File: config.mk
export PLATFORM = sky130hd
export DESIGN_NAME = sdram_fb_arbiter
export DESIGN_NICKNAME = d
export VERILOG_FILES = /design/src/rtl/sdram_fb_arbiter.sv
export SDC_FILE = /design/constraint.sdc
export NUM_CORES = 1
export LEC_CHECK = 0
export ABC_AREA = 1
export BUFFER_PORTS_ARGS = -buffer_cell sky130_fd_sc_hd__buf_4
export CAP_MARGIN = 20
export CORE_AREA = 2 2 107 109
export CTS_CLUSTER_DIAMETER = 40
export DETAILED_ROUTE_END_ITERATION = 10
export DIE_AREA = 0 0 109 111
export MAX_ROUTING_LAYER = met4
export PLACE_DENSITY = 0.73
export SYNTH_ARGS = -nofsm -noshare
export SYNTH_HDL_FRONTEND = slang
export SYNTH_SLANG_ARGS = --single-unit
File: constraint.sdc
create_clock -name clk -period 1.7 [get_ports clk]
set_clock_uncertainty 0.2 [all_clocks]
set_input_delay 0.34 -clock clk [delete_from_list [all_inputs] [get_ports clk]]
set_output_delay 0.34 -clock clk [all_outputs]
set_load 0.02 [all_outputs]
File: src/rtl/sdram_fb_arbiter.sv
// Shares one SDRAM Avalon-MM port between scanout (burst reads, priority) and raster (single beats).
// Optional grant/stall statistics are built when SDRAM_ARB_STATS_EN is defined.
//
// state  | meaning
// IDLE   | no owner; arbitration sampled and grant registered
// G0     | scanout drives the command bus
// G1     | raster drives the command bus
// DRAIN0 | command issued, forwarding read beats to scanout
// DRAIN1 | command issued, forwarding the read beat to raster
module sdram_fb_arbiter #(
  parameter int AW         = 25,
  parameter int DW         = 32,
  parameter int BW         = 8,
  parameter int FAIR_LIMIT = 4
) (
  input  logic            clk,
  input  logic            reset_n,
  input  logic [AW-1:0]   s0_address,
  input  logic            s0_read,
  input  logic [BW-1:0]   s0_burstcount,
  output logic            s0_waitrequest,
  output logic [DW-1:0]   s0_readdata,
  output logic            s0_readdatavalid,
  input  logic [AW-1:0]   s1_address,
  input  logic            s1_read,
  input  logic            s1_write,
  input  logic [DW-1:0]   s1_writedata,
  input  logic [DW/8-1:0] s1_byteenable,
  output logic            s1_waitrequest,
  output logic [DW-1:0]   s1_readdata,
  output logic            s1_readdatavalid,
  output logic [AW-1:0]   m_address,
  output logic            m_read,
  output logic            m_write,
  output logic [DW-1:0]   m_writedata,
  output logic [DW/8-1:0] m_byteenable,
  output logic [BW-1:0]   m_burstcount,
  input  logic            m_waitrequest,
  input  logic [DW-1:0]   m_readdata,
  input  logic            m_readdatavalid
`ifdef SDRAM_ARB_STATS_EN
  ,
  input  logic            stat_clear,
  output logic [31:0]     stat_grant0,
  output logic [31:0]     stat_grant1,
  output logic [31:0]     stat_stall1
`endif
);

  typedef enum logic [2:0] {
    ST_IDLE,
    ST_G0,
    ST_G1,
    ST_DRAIN0,
    ST_DRAIN1
  } state_t;

  localparam logic [7:0] FAIR_LIM = 8'(FAIR_LIMIT);

  state_t        state, state_nx;
  logic [BW-1:0] beat_cnt, beat_nx;
  logic [7:0]    streak, streak_nx;
  logic          s1_req;
  logic [BW-1:0] s0_bc_eff;

  assign s1_req    = s1_read | s1_write;
  // a zero burstcount from scanout is served as a single beat
  assign s0_bc_eff = (s0_burstcount == '0) ? BW'(1) : s0_burstcount;

  assign s0_readdata = m_readdata;
  assign s1_readdata = m_readdata;

  always_ff @(posedge clk) begin
    if (!reset_n) begin
      state    <= ST_IDLE;
      beat_cnt <= '0;
      streak   <= '0;
    end else begin
      state    <= state_nx;
      beat_cnt <= beat_nx;
      streak   <= streak_nx;
    end
  end

  always_comb begin
    state_nx         = state;
    beat_nx          = beat_cnt;
    streak_nx        = streak;
    m_address        = s0_address;
    m_read           = 1'b0;
    m_write          = 1'b0;
    m_writedata      = s1_writedata;
    m_byteenable     = '1;
    m_burstcount     = BW'(1);
    s0_waitrequest   = 1'b1;
    s1_waitrequest   = 1'b1;
    s0_readdatavalid = 1'b0;
    s1_readdatavalid = 1'b0;

    case (state)
      ST_IDLE: begin
        if (s0_read && ((streak < FAIR_LIM) || !s1_req)) begin
          state_nx = ST_G0;
        end else if (s1_req) begin
          state_nx = ST_G1;
        end
      end

      ST_G0: begin
        m_address      = s0_address;
        m_read         = s0_read;
        m_burstcount   = s0_bc_eff;
        s0_waitrequest = m_waitrequest;
        if (!s0_read) begin
          state_nx = ST_IDLE;
        end else if (!m_waitrequest) begin
          beat_nx  = s0_bc_eff;
          state_nx = ST_DRAIN0;
          // streak only counts grants that made the raster wait
          if (s1_req) begin
            streak_nx = (streak == FAIR_LIM) ? streak : streak + 8'd1;
          end else begin
            streak_nx = '0;
          end
        end
      end

      ST_G1: begin
        m_address      = s1_address;
        m_write        = s1_write;
        m_read         = s1_read & ~s1_write;
        m_byteenable   = s1_byteenable;
        s1_waitrequest = m_waitrequest;
        if (!s1_req) begin
          state_nx = ST_IDLE;
        end else if (!m_waitrequest) begin
          streak_nx = '0;
          if (s1_write) begin
            state_nx = ST_IDLE;
          end else begin
            beat_nx  = BW'(1);
            state_nx = ST_DRAIN1;
          end
        end
      end

      ST_DRAIN0: begin
        s0_readdatavalid = m_readdatavalid;
        if (m_readdatavalid) begin
          beat_nx = beat_cnt - BW'(1);
          if (beat_cnt == BW'(1)) state_nx = ST_IDLE;
        end
      end

      ST_DRAIN1: begin
        s1_readdatavalid = m_readdatavalid;
        if (m_readdatavalid) begin
          beat_nx = beat_cnt - BW'(1);
          if (beat_cnt == BW'(1)) state_nx = ST_IDLE;
        end
      end

      default: state_nx = ST_IDLE;
    endcase
  end

`ifdef SDRAM_ARB_STATS_EN
  logic s0_accept, s1_accept;

  assign s0_accept = (state == ST_G0) && s0_read && !m_waitrequest;
  assign s1_accept = (state == ST_G1) && s1_req && !m_waitrequest;

  // clear wins over a coincident increment
  always_ff @(posedge clk) begin
    if (!reset_n || stat_clear) begin
      stat_grant0 <= '0;
      stat_grant1 <= '0;
      stat_stall1 <= '0;
    end else begin
      if (s0_accept) stat_grant0 <= stat_grant0 + 32'd1;
      if (s1_accept) stat_grant1 <= stat_grant1 + 32'd1;
      if (s1_req && s1_waitrequest) stat_stall1 <= stat_stall1 + 32'd1;
    end
  end
`endif

endmodule

==> flow_summary.yaml <==
critical_path:
  r2r_cells: 13
  criticalPathCategory: "register to primary output"
  path_depth: 8
  critPathTopFamily: "buffers and inverters"
  cp_max_fo: 2
  worstPathCellList: "nor2_4 -> buf_4 -> buf_6 -> buf_6 -> nand3_4 -> buf_4 -> inv_2 -> buf_6"
  timing.critical_path.mode_cell: "buf_6"
  critPathCaptureType: "primary output"
  cp.arrival_ns: 1.38
  critPathRequiredTime_ns: 1.16
  max_stage_delay_ns: 0.34
  crit_buf_inv: 6
  r2r_setup_slack_ns: -0.06
  worstReg2RegStart: "state[0]"
  crit_slowest_cell: "dfxtp_2"
  cp-start-kind: "register"
  r2r-end: "beat_cnt[4]"
route:
  num_vias: 2796
  wl_per_cell_microns: 13.3
  ant_nets: 0
  wl_microns: 8840
  vias_per_cell: 4.20
  drcViolationCount: 0
  first_iter_violations: 127
  drt_pass1_iterations: 5
timing:
  fin_crit_sh: 1.13
  setup_tns_ns: -7.26
  finalHoldViolations: 0
  clock.fmax_mhz: 521
  period_needed_ns: 1.92
  setup_viol: 54
  layout_setup_ws_ns: -0.220
  rsz0062_at_grt: "yes"
  final-max-slew-violation-count: 0
  maxSlewHeadroom: 0.788
  worst_slew_pin_slew_ns: 0.316
layout:
  design_area_sq_um: 3960
  post-route-util: 0.357
  final_cells: 666
  final_nets: 661
  insertedDiodeCount: 0
  fillers: 1152
  multi_input_area_sq_um: 1600
  syn2layout_area_growth_pct: 50.5
  drive_gt1_frac: 0.514
  seqCellArea_sq_um: 389
power:
  leakagePower_uw: 0.00201
  p_clk_frac: 0.089
  switching_share: 0.467
  internal_power_uw: 2970
  power.density_nw_per_um2: 1410
  switchingPower_uw: 2610
  p_comb_frac: 0.789
  peakVddDrop_uv: 452
  seq_power_share: 0.122
floorplan:
  die_h_microns: 111
  dieArea_sq_um: 12100
  num_rows: 39
  coreArea_sq_um: 11100
  start_util: 0.237
  io-pin-count: 272
  die_w_microns: 109
logic_synthesis:
  seq_area_frac_synth: 0.145
  synth_area_leaders: "buf_4 (28%), nand2_1 (21%), dfxtp_1 (14%), nor2_1 (8.7%), inv_1 (5.1%)"
  synth_seq_cells: 19
  syn-num-nets: 591
  avgSynthCellArea_sq_um: 5.79
  netlist-cell-type-count: 30
  ys.flop_type: "dfxtp_1"
  synthArstFlopShare: 0
  synth_top_area_share: 0.277
  synth_edf_count: 0
  synth_area_leader_cell: "buf_4"
  ys.warnings.count: 0
  syn-cell-area_sq_um: 2630
  netlist_instances: 454
cts:
  htreeDepth: 1
  cts_buffer_depth: 2
  clk_latency_ns: 0.25
  cts_tree: "done"
  root_buffer: "clkbuf_16"
  path_clk_slew_ns: 0.06
  cts_sinks: 19
  cts_buffers: 3
global_route:
  grt_pass1_wl_microns: 13200
  overflow: 0
  antenna_found_initial: 0
  grt_max_degree: 16
  grt_pass1_vias: 2748
  grt_usage: 0.139
worst_hold_path:
  hold_path.class: "input port to register"
  min_delay_worst_endpoint: "state[1]"
  min_from: "reset_n"
  whs_path_depth: 3
run:
  maxCapViolCount: 0
run_status:
  violations: "setup timing"
  status: "finished with violations"
placement:
  placed_cells: 648
  hpwl_microns: 6540
  gp_congestion: 0.853
  dp_slack_ns: -0.0722
  io_buffer_count: 111
  place_area_sq_um: 3320
[cells in the final DEF (no fill, tap or decap), types with 2 or more instances in the layout]
| cell type | n |
|---|---|
| a21oi_1 | 5 |
| a21oi_2 | 2 |
| buf_12 | 6 |
| buf_4 | 115 |
| buf_6 | 50 |
| clkbuf_16 | 3 |
| dfxtp_1 | 16 |
| dfxtp_4 | 2 |
| ha_1 | 4 |
| inv_1 | 33 |
| inv_2 | 4 |
| nand2_1 | 99 |
| nand2_2 | 48 |
| nand2_4 | 7 |
| nand3_1 | 24 |
| nand3_2 | 2 |
| nand3_4 | 2 |
| nand4_1 | 8 |
| nor2_1 | 49 |
| nor2_2 | 3 |
| nor2_4 | 12 |
| o21ai_0 | 6 |
| o21bai_1 | 2 |
| or2_4 | 5 |
| xor2_1 | 3 |
[what timing repair did]
| item | CTS | global route |
|---|---|---|
| gates resized for setup | 91 | 41 |
| hold buffers | 0 | 0 |
| pin swaps | 9 | 15 |
| cloned | 0 | 0 |
| buffers inserted | 10 | 4 |
| setup endpoints to repair | 57 | 62 |
[registers in the layout, indices dropped and copies added (netlist names)]
| signal | cells |
|---|---|
| streak | 8 |
| state | 3 |
| beat_cnt | 8 |
[worst max-delay path by stage]
stage | start | end | slack, ns
4_1_cts | state[0] | m_write | -0.23
5_1_grt | state[2] | m_write | -0.27
3_3_place_gp | state[1] | m_byteenable[1] | -0.05
6_report | state[2] | m_write | -0.22
2_1_floorplan | state[0] | m_address[10] | 0.01
3_5_place_dp | state[1] | m_byteenable[1] | -0.07
[metal layers]
metal / vias up / GRT usage / routed length, microns
met5: - / - / 0
met4: 0 / 0.0675 / 297
met3: 49 / 0.0412 / 630
met2: 67 / 0.224 / 4430
met1: 1249 / 0.155 / 3470
li1: 1431 / - / -
[per-stage QoR]
stage	power (uW)	hold WS, ns
finish	5580	0.235
global route	6000	0.247
CTS	5290	0.222
detailed placement	4180	0.283
global placement	4150	0.282
floorplan	3100	0.255
[cell families after synthesis]
logic type / synth area share
xor+xnor: 0.0100
compound gates: 0.0395
fa+ha+maj: 0.0190
simple gates: 0.433
flops: 0.145
buf+inv: 0.354
[power by group through the flow]
| stage | logic, uW | registers (uW) | clock network, uW |
|---|---|---|---|
| after floorplan | 2450 | 650 | 0 |
| after global placement | 3480 | 664 | 0 |
| after detailed placement | 3510 | 669 | 0 |
| after CTS | 4120 | 663 | 506 |
| after global routing | 4790 | 692 | 523 |
| final | 4410 | 681 | 495 |
[cell type report]
class,instances,area share
Tap cell,143,0.0452
Clock buffer,3,0.0190
Sequential cell,19,0.0984
Inverter,40,0.0399
Timing Repair Buffer,171,0.391
Multi-Input combinational cell,289,0.405
Clock inverter,1,0.00127
[worst register-to-register path, cell delays in order, from the launching register on]
cell     delay (ns)
dfxtp_4        0.36
buf_6          0.12
nor2_4         0.12
nand2_2        0.08
buf_6          0.12
nand2_4        0.07
inv_2          0.05
nand2_2        0.07
nand2_2        0.06
nor2_4         0.11
buf_12         0.14
nand2_1        0.06
nand2_1        0.06
nor2_1         0.04
[synthesized netlist by cell type (all sizes together), types with 2 or more instances]
library cell  instances
nand2               154
buf                 102
nor2                 65
inv                  39
nand3                28
dfxtp                19
nand4                 8
a21oi                 7
o21ai                 7
or2                   6
clkbuf                4
ha                    4
xor2                  3
o21bai                2
No activity file was read; power rests on OpenSTA's default activity.
